## config.mk

```make
export PLATFORM = sky130hd
export DESIGN_NAME = dmem_arbiter
export DESIGN_NICKNAME = d
export VERILOG_FILES = /design/src/rtl/dmem_pkg.sv /design/src/rtl/rr_arb2.sv /design/src/rtl/dmem_arbiter.sv
export SDC_FILE = /design/constraint.sdc
export NUM_CORES = 1
export LEC_CHECK = 0
export BUFFER_PORTS_ARGS = -buffer_cell sky130_fd_sc_hd__buf_2
export CORE_AREA = 4 4 113 115
export DETAILED_ROUTE_END_ITERATION = 16
export DIE_AREA = 0 0 117 119
export GPL_ROUTABILITY_DRIVEN = 0
export HOLD_SLACK_MARGIN = 0.05
export PLACE_DENSITY_LB_ADDON = 0.05
export SYNTH_ARGS = -nofsm -noshare
export SYNTH_HDL_FRONTEND = slang
export SYNTH_SLANG_ARGS = --single-unit
```

## constraint.sdc

```tcl
create_clock -name clk -period 1.2 [get_ports clk]
set_input_delay 0.06 -clock clk [delete_from_list [all_inputs] [get_ports clk]]
set_output_delay 0.06 -clock clk [all_outputs]
set_load 0.03 [all_outputs]
```

## src/rtl/dmem_pkg.sv

```systemverilog
// Shared types for the data-memory arbiter: arbitration state, read-owner tag, default widths.
package dmem_pkg;

    localparam int unsigned ADDR_W_DEF = 32;
    localparam int unsigned DATA_W_DEF = 32;

    typedef enum logic [1:0] {
        IDLE  = 2'd0,
        OWN_C = 2'd1,
        OWN_H = 2'd2
    } arb_state_e;

    typedef enum logic {
        OWNER_C = 1'b0,
        OWNER_H = 1'b1
    } owner_e;

endpackage

```

## src/rtl/rr_arb2.sv

```systemverilog
// Two-way round-robin grant with a lock that lets the host side keep ownership across a burst.
module rr_arb2
    import dmem_pkg::*;
(
    input  logic clk,
    input  logic reset,
    input  logic req_c,
    input  logic req_h,
    input  logic lock,
    output logic gnt_c,
    output logic gnt_h
);

    arb_state_e state_q, state_d;
    logic       locked;

    always_ff @(posedge clk or negedge reset) begin
        if (!reset) begin
            state_q <= IDLE;
        end else begin
            state_q <= state_d;
        end
    end

    always_comb begin
        gnt_c   = 1'b0;
        gnt_h   = 1'b0;
        state_d = IDLE;
        locked  = (state_q == OWN_H) && lock;

        // While locked the core is shut out even on cycles the host leaves idle.
        if (locked) begin
            gnt_h = req_h;
        end else if (req_c && req_h) begin
            if (state_q == OWN_C) begin
                gnt_h = 1'b1;
            end else begin
                gnt_c = 1'b1;
            end
        end else begin
            gnt_c = req_c;
            gnt_h = req_h;
        end

        if (gnt_c) begin
            state_d = OWN_C;
        end else if (gnt_h || locked) begin
            state_d = OWN_H;
        end
    end

endmodule

```

## src/rtl/dmem_arbiter.sv

```systemverilog
// Shares the single-port data memory between the core load/store path and the host/debug port,
// steering read data back to whichever side issued the read.
module dmem_arbiter
    import dmem_pkg::*;
#(
    parameter int unsigned ADDR_W = ADDR_W_DEF,
    parameter int unsigned DATA_W = DATA_W_DEF
) (
    input  logic              clk,
    input  logic              reset,

    input  logic              c_req,
    input  logic              c_we,
    input  logic [ADDR_W-1:0] c_addr,
    input  logic [DATA_W-1:0] c_wdata,
    output logic              c_gnt,
    output logic              c_rvalid,
    output logic [DATA_W-1:0] c_rdata,

    input  logic              h_req,
    input  logic              h_we,
    input  logic [ADDR_W-1:0] h_addr,
    input  logic [DATA_W-1:0] h_wdata,
    input  logic              h_lock,
    output logic              h_gnt,
    output logic              h_rvalid,
    output logic [DATA_W-1:0] h_rdata,

    output logic              mem_en,
    output logic              mem_we,
    output logic [ADDR_W-1:0] mem_addr,
    output logic [DATA_W-1:0] mem_wdata,
    input  logic [DATA_W-1:0] mem_rdata
);

    logic   rd_pend_q, rd_pend_d;
    owner_e rd_owner_q, rd_owner_d;

    rr_arb2 u_arb (
        .clk   (clk),
        .reset (reset),
        .req_c (c_req),
        .req_h (h_req),
        .lock  (h_lock),
        .gnt_c (c_gnt),
        .gnt_h (h_gnt)
    );

    always_comb begin
        mem_en    = c_gnt | h_gnt;
        mem_we    = 1'b0;
        mem_addr  = '0;
        mem_wdata = '0;
        if (c_gnt) begin
            mem_we    = c_we;
            mem_addr  = c_addr;
            mem_wdata = c_wdata;
        end else if (h_gnt) begin
            mem_we    = h_we;
            mem_addr  = h_addr;
            mem_wdata = h_wdata;
        end
    end

    always_comb begin
        rd_pend_d  = mem_en & ~mem_we;
        rd_owner_d = h_gnt ? OWNER_H : OWNER_C;
    end

    always_ff @(posedge clk or negedge reset) begin
        if (!reset) begin
            rd_pend_q  <= 1'b0;
            rd_owner_q <= OWNER_C;
        end else begin
            rd_pend_q  <= rd_pend_d;
            rd_owner_q <= rd_owner_d;
        end
    end

    always_comb begin
        c_rvalid = rd_pend_q && (rd_owner_q == OWNER_C);
        h_rvalid = rd_pend_q && (rd_owner_q == OWNER_H);
        c_rdata  = c_rvalid ? mem_rdata : '0;
        h_rdata  = h_rvalid ? mem_rdata : '0;
    end

    a_one_grant : assert property (@(posedge clk) disable iff (!reset) !(c_gnt && h_gnt));
    a_c_held    : assert property (@(posedge clk) disable iff (!reset) c_req && !c_gnt |=> c_req);
    a_h_held    : assert property (@(posedge clk) disable iff (!reset) h_req && !h_gnt |=> h_req);

endmodule

```

# ---- After elaboration in Yosys (flattened, before gate mapping)
# Cells that the tools add are included.
dict set report classes {
  n_addsub 0
  n_mul 0
  n_div 0
  n_lt_le_gt_ge 0
  n_eq_ne 2
  n_shift 0
  n_mux 17
  bitwise 4
  reduce_logical 5
}
# op count
set ops {}
lappend ops {{$mux W32} 6}
lappend ops {{$mux W1} 9}
lappend ops {{$logic_and A1 B1 Y1} 4}
lappend ops {{$mux W2} 2}
lappend ops {{$eq A2 B1 Y1 const B} 1}
lappend ops {{$eq A2 B2 Y1 const B} 1}
lappend ops {{$not A1 Y1} 2}
lappend ops {{$and A1 B1 Y1} 1}
lappend ops {{$logic_or A1 B1 Y1} 1}
lappend ops {{$or A1 B1 Y1} 1}
dict set report totals {
  register_bits 4
  latch_bits 0
  mem_bits_rw 0
  rom_bits 0
  in_bits 167
  wordCells 31
  mem_count 0
}

# ---- Depth between registers and ports, before layout
dict set report logic_depth {
  depth_word 8
  mapped_depth 5
  depth_no_buf 3
}

# ---- Cells and area by module
# Synthesis repeated with hierarchy kept, for this count alone.
dict set report unflattened {
  cells_unflattened 175
  hier_area_um2 1338.8
}
# mod n_inst cells_each area_per_inst_um2 seq_area_each_um2
set modules_own_cells {}
lappend modules_own_cells {dmem_arbiter 1 164 1237.4 50.0}
lappend modules_own_cells {rr_arb2 1 11 101.3 50.0}

# ---- Worst setup path before layout
# Ideal clock, no wire load.
dict set report synth_timing {
  path_kind {reg-to-output}
  from {reg rd_pend_q}
  to {out c_rdata[22]}
  t_arrival_ns 1.444
  t_required_ns 1.140
  setup_slack_ns -0.304
  path_stages_with_launch 4
  cell_sequence {dfrtp_1 nor2b_1 clkbuf_1 and2_1}
}
dict set report synth_via {
  elab_chain_len 2
}
# item line
set synth_rtl {}
lappend synth_rtl {{start: declaration} dmem_arbiter.sv:36} ;# logic rd_pend_q, rd_pend_d;
lappend synth_rtl {{start signal: assignment} dmem_arbiter.sv:75} ;# rd_pend_q <= rd_pend_d;
lappend synth_rtl {{$logic_and A1 B1 Y1} dmem_arbiter.sv:81} ;# c_rvalid = rd_pend_q && (rd_owner_q == OWNER_C);
lappend synth_rtl {{via c_rvalid} dmem_arbiter.sv:17} ;# output logic c_rvalid,
lappend synth_rtl {{$mux W32} dmem_arbiter.sv:83} ;# c_rdata = c_rvalid ? mem_rdata : '0;
lappend synth_rtl {{end: declaration} dmem_arbiter.sv:18} ;# output logic [DATA_W-1:0] c_rdata,
# The timed path passes the listed nets, and every way through them passes these cells.

# ---- Worst setup path after layout
dict set report layout_timing {
  from {reg u_arb.state_q[0]}
  to {out mem_wdata[13]}
}
dict set report layout_via {
  elab_chain_len 6
}
# item line
set layout_rtl {}
lappend layout_rtl {{start: declaration} rr_arb2.sv:14} ;# arb_state_e state_q, state_d;
lappend layout_rtl {{start signal: assignment} rr_arb2.sv:21} ;# state_q <= state_d;
lappend layout_rtl {{$eq A2 B1 Y1} rr_arb2.sv:35} ;# if (state_q == OWN_C) begin
lappend layout_rtl {{$mux W1} rr_arb2.sv:35}
lappend layout_rtl {{$mux W1} rr_arb2.sv:34} ;# end else if (req_c && req_h) begin
lappend layout_rtl {{$mux W1} rr_arb2.sv:32} ;# if (locked) begin
lappend layout_rtl {{$mux W32} dmem_arbiter.sv:58} ;# end else if (h_gnt) begin
lappend layout_rtl {{$mux W32 *} dmem_arbiter.sv:54} ;# if (c_gnt) begin
lappend layout_rtl {{end: declaration} dmem_arbiter.sv:32} ;# output logic [DATA_W-1:0] mem_wdata,
# Mark *: on every way between the ends. The rest lies on a longest branch, timed or not.

==> metrics.md <==
| Metric | Value |
|---|---|
| Status | `finished with violations` |
| Failing checks | `negative setup slack` |
| Crit Reg-Reg Endpoint | `rd_pend_q$_DFF_PN0_` |
| Hold Crit Class | `input pin to flop` |
| Final Net Count | `668` |
| Mapped Cells | `172` |
| RSZ-0062 raised after global routing | `true` |
| Gr ovfl total | `0` |
| Final core utilization | `0.4465` |
| Hold Violations, Final | `0` |
| # IOs | `301` |
| Seq/Total Area, Yosys | `0.07428` |
| Simple-gate area share of the yosys netlist | `0.3473` |
| ANT nets after route | `0` |
| Crit start category | `flop` |
| Num Clock Sinks | `4` |
| Met1 usage | `0.1646` |
| Num CTS Buffers | `3` |
| Drt drc | `0` |
| Fin area | `0.005274 mm²` |
| Multi-input logic area | `0.001744 mm²` |
| CP endpoint kind | `output port` |
| # diodes | `0` |
| Pin count of the biggest net entering global routing | `36` |
| M3 GR Usage | `0.03811` |
| Largest family of logic cells by synthesized area | `compound AO/OA/AOI/OAI gates` |
| Gr usage total | `0.1524` |
| DP Worst Slack | `-0.3585 ns` |
| Syn nets | `339` |
| Synthesized area per cell | `7.835 µm²` |
| Final worst slack | `-0.5544 ns` |
| # rows | `40` |
| Crit path kind | `flop to output port` |
| Prevailing post-synth register cell | `dfrtp_1` |
| CORE AREA | `0.01181 mm²` |
| Avg WL per Cell | `19.35 µm` |
| Fraction of the mapped netlist area in adder cells | `0` |
| F_max | `570.0 MHz` |
| GR peak layer | `met2` |
| First-pass GRT wire length | `16.66 mm` |
| Post-Synth XOR/XNOR Area | `0` |
| Non-Filler Instances | `646` |
| Mapped Area | `0.001348 mm²` |
| Async set or reset register ratio after synthesis | `1.000` |
| Max FO, Critical Path | `5` |
| Vias | `2820` |
| Placed Cells | `607` |
| Worst r2r src | `u_arb.state_q[0]$_DFF_PN0_` |
| TritonCTS clock tree | `yes` |
| Die Ht | `119 µm` |
| Grt met2 use | `0.2962` |
| Synthesis-to-finish area growth | `291.4%` |
| Static leakage | `2.741 nW` |
| Yosys reg bits | `4` |
| Maximum VDD drop | `0.4342 mV` |
| Distinct cells, synth | `17` |
| Slew @ Worst Pin | `0.2576 ns` |
| H-tree levels | `1` |
| CTS max path bufs | `2` |
| Initial Util | `0.1141` |
| Multiplexer share of the synthesized area | `0` |
| Setup TNS | `-48.43 ns` |
| Count of flip-flops with a built-in enable after synthesis | `0` |
| I/O Buffers | `300` |
| First-pass DRT Iterations | `4` |
| Worst r2r path cells | `7` |
| Layout cells sized above 1 | `0.9780` |
| Synthesis Warnings | `0` |
| Clk slew on worst S/H paths | `0.03 ns` |
| Synth Area in Compound Gates | `0.4559` |
| Root buffer cell | `clkbuf_16` |
| R2r setup slk | `-0.27 ns` |
| Clk_lat worst skew | `0.22 ns` |
| Detailed placer's ending HPWL | `8.483 mm` |
| Filler cells | `1108` |
| DIE WIDTH | `117 µm` |
| Routed wire length | `12.50 mm` |
| Rel. slew slack | `0.8283` |
| Max Slew Vio Count | `0` |
| DR vias/cell | `4.365` |
| Worst EP required | `1.14 ns` |
| Worst Clk Skew | `0.0001754 ns` |
| Max Cap Violations | `0` |
| Initial drt markers | `72` |
| CP startpoint | `u_arb.state_q[0]$_DFF_PN0_` |
| CP arrival | `1.69 ns` |
| Tmin final | `1.754 ns` |
| Initial antenna violation count | `1` |
| Dpl cell area | `0.003382 mm²` |
| Die area | `0.01392 mm²` |
| Storage cell area | `101.3 µm²` |
| Vias in the first global route | `2964` |
| Endpoints failing setup | `136` |
| PD cells | `773.5 mW/mm²` |
| Worst setup endpoint | `mem_wdata[13]` |
| Tcrit/Tclk final | `1.462` |
[flip-flops by register name (all words and copies together) (netlist names)]
register and flops:
u_arb.state_q 2, rd_pend_q 1, rd_owner_q 1
[synthesized netlist by cell type (3+ instances only)]
cell / n / area share
a22o_1: 66 / 0.43
and2_1: 33 / 0.15
and3_1: 32 / 0.15
buf_2: 6 / 0.022
buf_6: 8 / 0.067
clkbuf_1: 9 / 0.025
dfrtp_1: 4 / 0.074
inv_1: 3 / 0.0084
nand2_1: 3 / 0.0084
[stage by stage]
stage / hold slack [ns] / total power (W)
after floorplan: -0.2356 / 0.001664
after global placement: -0.1295 / 0.002420
after detailed placement: -0.1279 / 0.002410
after CTS: 0.1274 / 0.003919
after global routing: 0.1619 / 0.004260
final: 0.1373 / 0.004079
[worst min-delay path by stage]
stage                     start                          to  cells past startpoint
after floorplan           reset        rd_owner_q$_DFF_PN0_                      0
after global placement    reset  u_arb.state_q[0]$_DFF_PN0_                      1
after detailed placement  reset  u_arb.state_q[0]$_DFF_PN0_                      1
after CTS                  c_we         rd_pend_q$_DFF_PN0_                      3
after global routing       c_we         rd_pend_q$_DFF_PN0_                      3
final                      c_we         rd_pend_q$_DFF_PN0_                      3
[cells in the final DEF, fill, tap and decap left out, types with 2 or more instances in the layout]
| master | instances |
|---|---|
| clkbuf_16 | 9 |
| a22o_2 | 25 |
| nand2_2 | 2 |
| o211a_4 | 2 |
| buf_16 | 8 |
| a22o_4 | 40 |
| and3_4 | 32 |
| and2_4 | 33 |
| inv_1 | 3 |
| buf_4 | 2 |
| dfrtp_1 | 3 |
| buf_2 | 166 |
| buf_12 | 8 |
| buf_6 | 148 |
| buf_8 | 7 |
[power breakdown]
part,internal [W],switching (W)
logic,0.00178,0.00162
clock network,0.000425,0.0000892
registers,0.000150,0.0000150
[layout make-up]
class | instances | share of cell area
timing repair buffer | 346 | 0.5988
inverter | 3 | 0.002135
clock buffer | 3 | 0.01423
multi-input combinational | 143 | 0.3307
sequential | 4 | 0.01922
tap | 147 | 0.03488
[repair_timing]
| action | in CTS | in global routing |
|---|---|---|
| gates resized for setup | 368 | 21 |
| setup buffers | 12 | 5 |
| setup endpoints to repair | 134 | 137 |
| hold endpoints to repair | 4 | 0 |
| pin swaps | 33 | 27 |
| hold buffers | 1 | 0 |
| cloned | 12 | 12 |
[logic make-up (layout without fill, tap and decap cells)]
family / count (synthesis) / after routing
buffers and inverters: 26 / 352
AOI/OAI and AO/OA: 69 / 70
DFF: 4 / 4
and+or+nand+nor: 73 / 73
[metal layers]
metal	part of all wire	routed length (µm)
met5	0.0016	20
met4	0.011	139
met3	0.085	1057
met2	0.54	6718
met1	0.36	4561
[worst max-delay path, cell delays in order (launching register included)]
cell and delay [ns]:
dfrtp_1 0.39, buf_6 0.13, nand2b_4 0.09, a31oi_4 0.14, buf_12 0.18, clkbuf_16 0.16
a22o_4 0.25, buf_6 0.13
No activity file was read; power rests on OpenSTA's default activity.
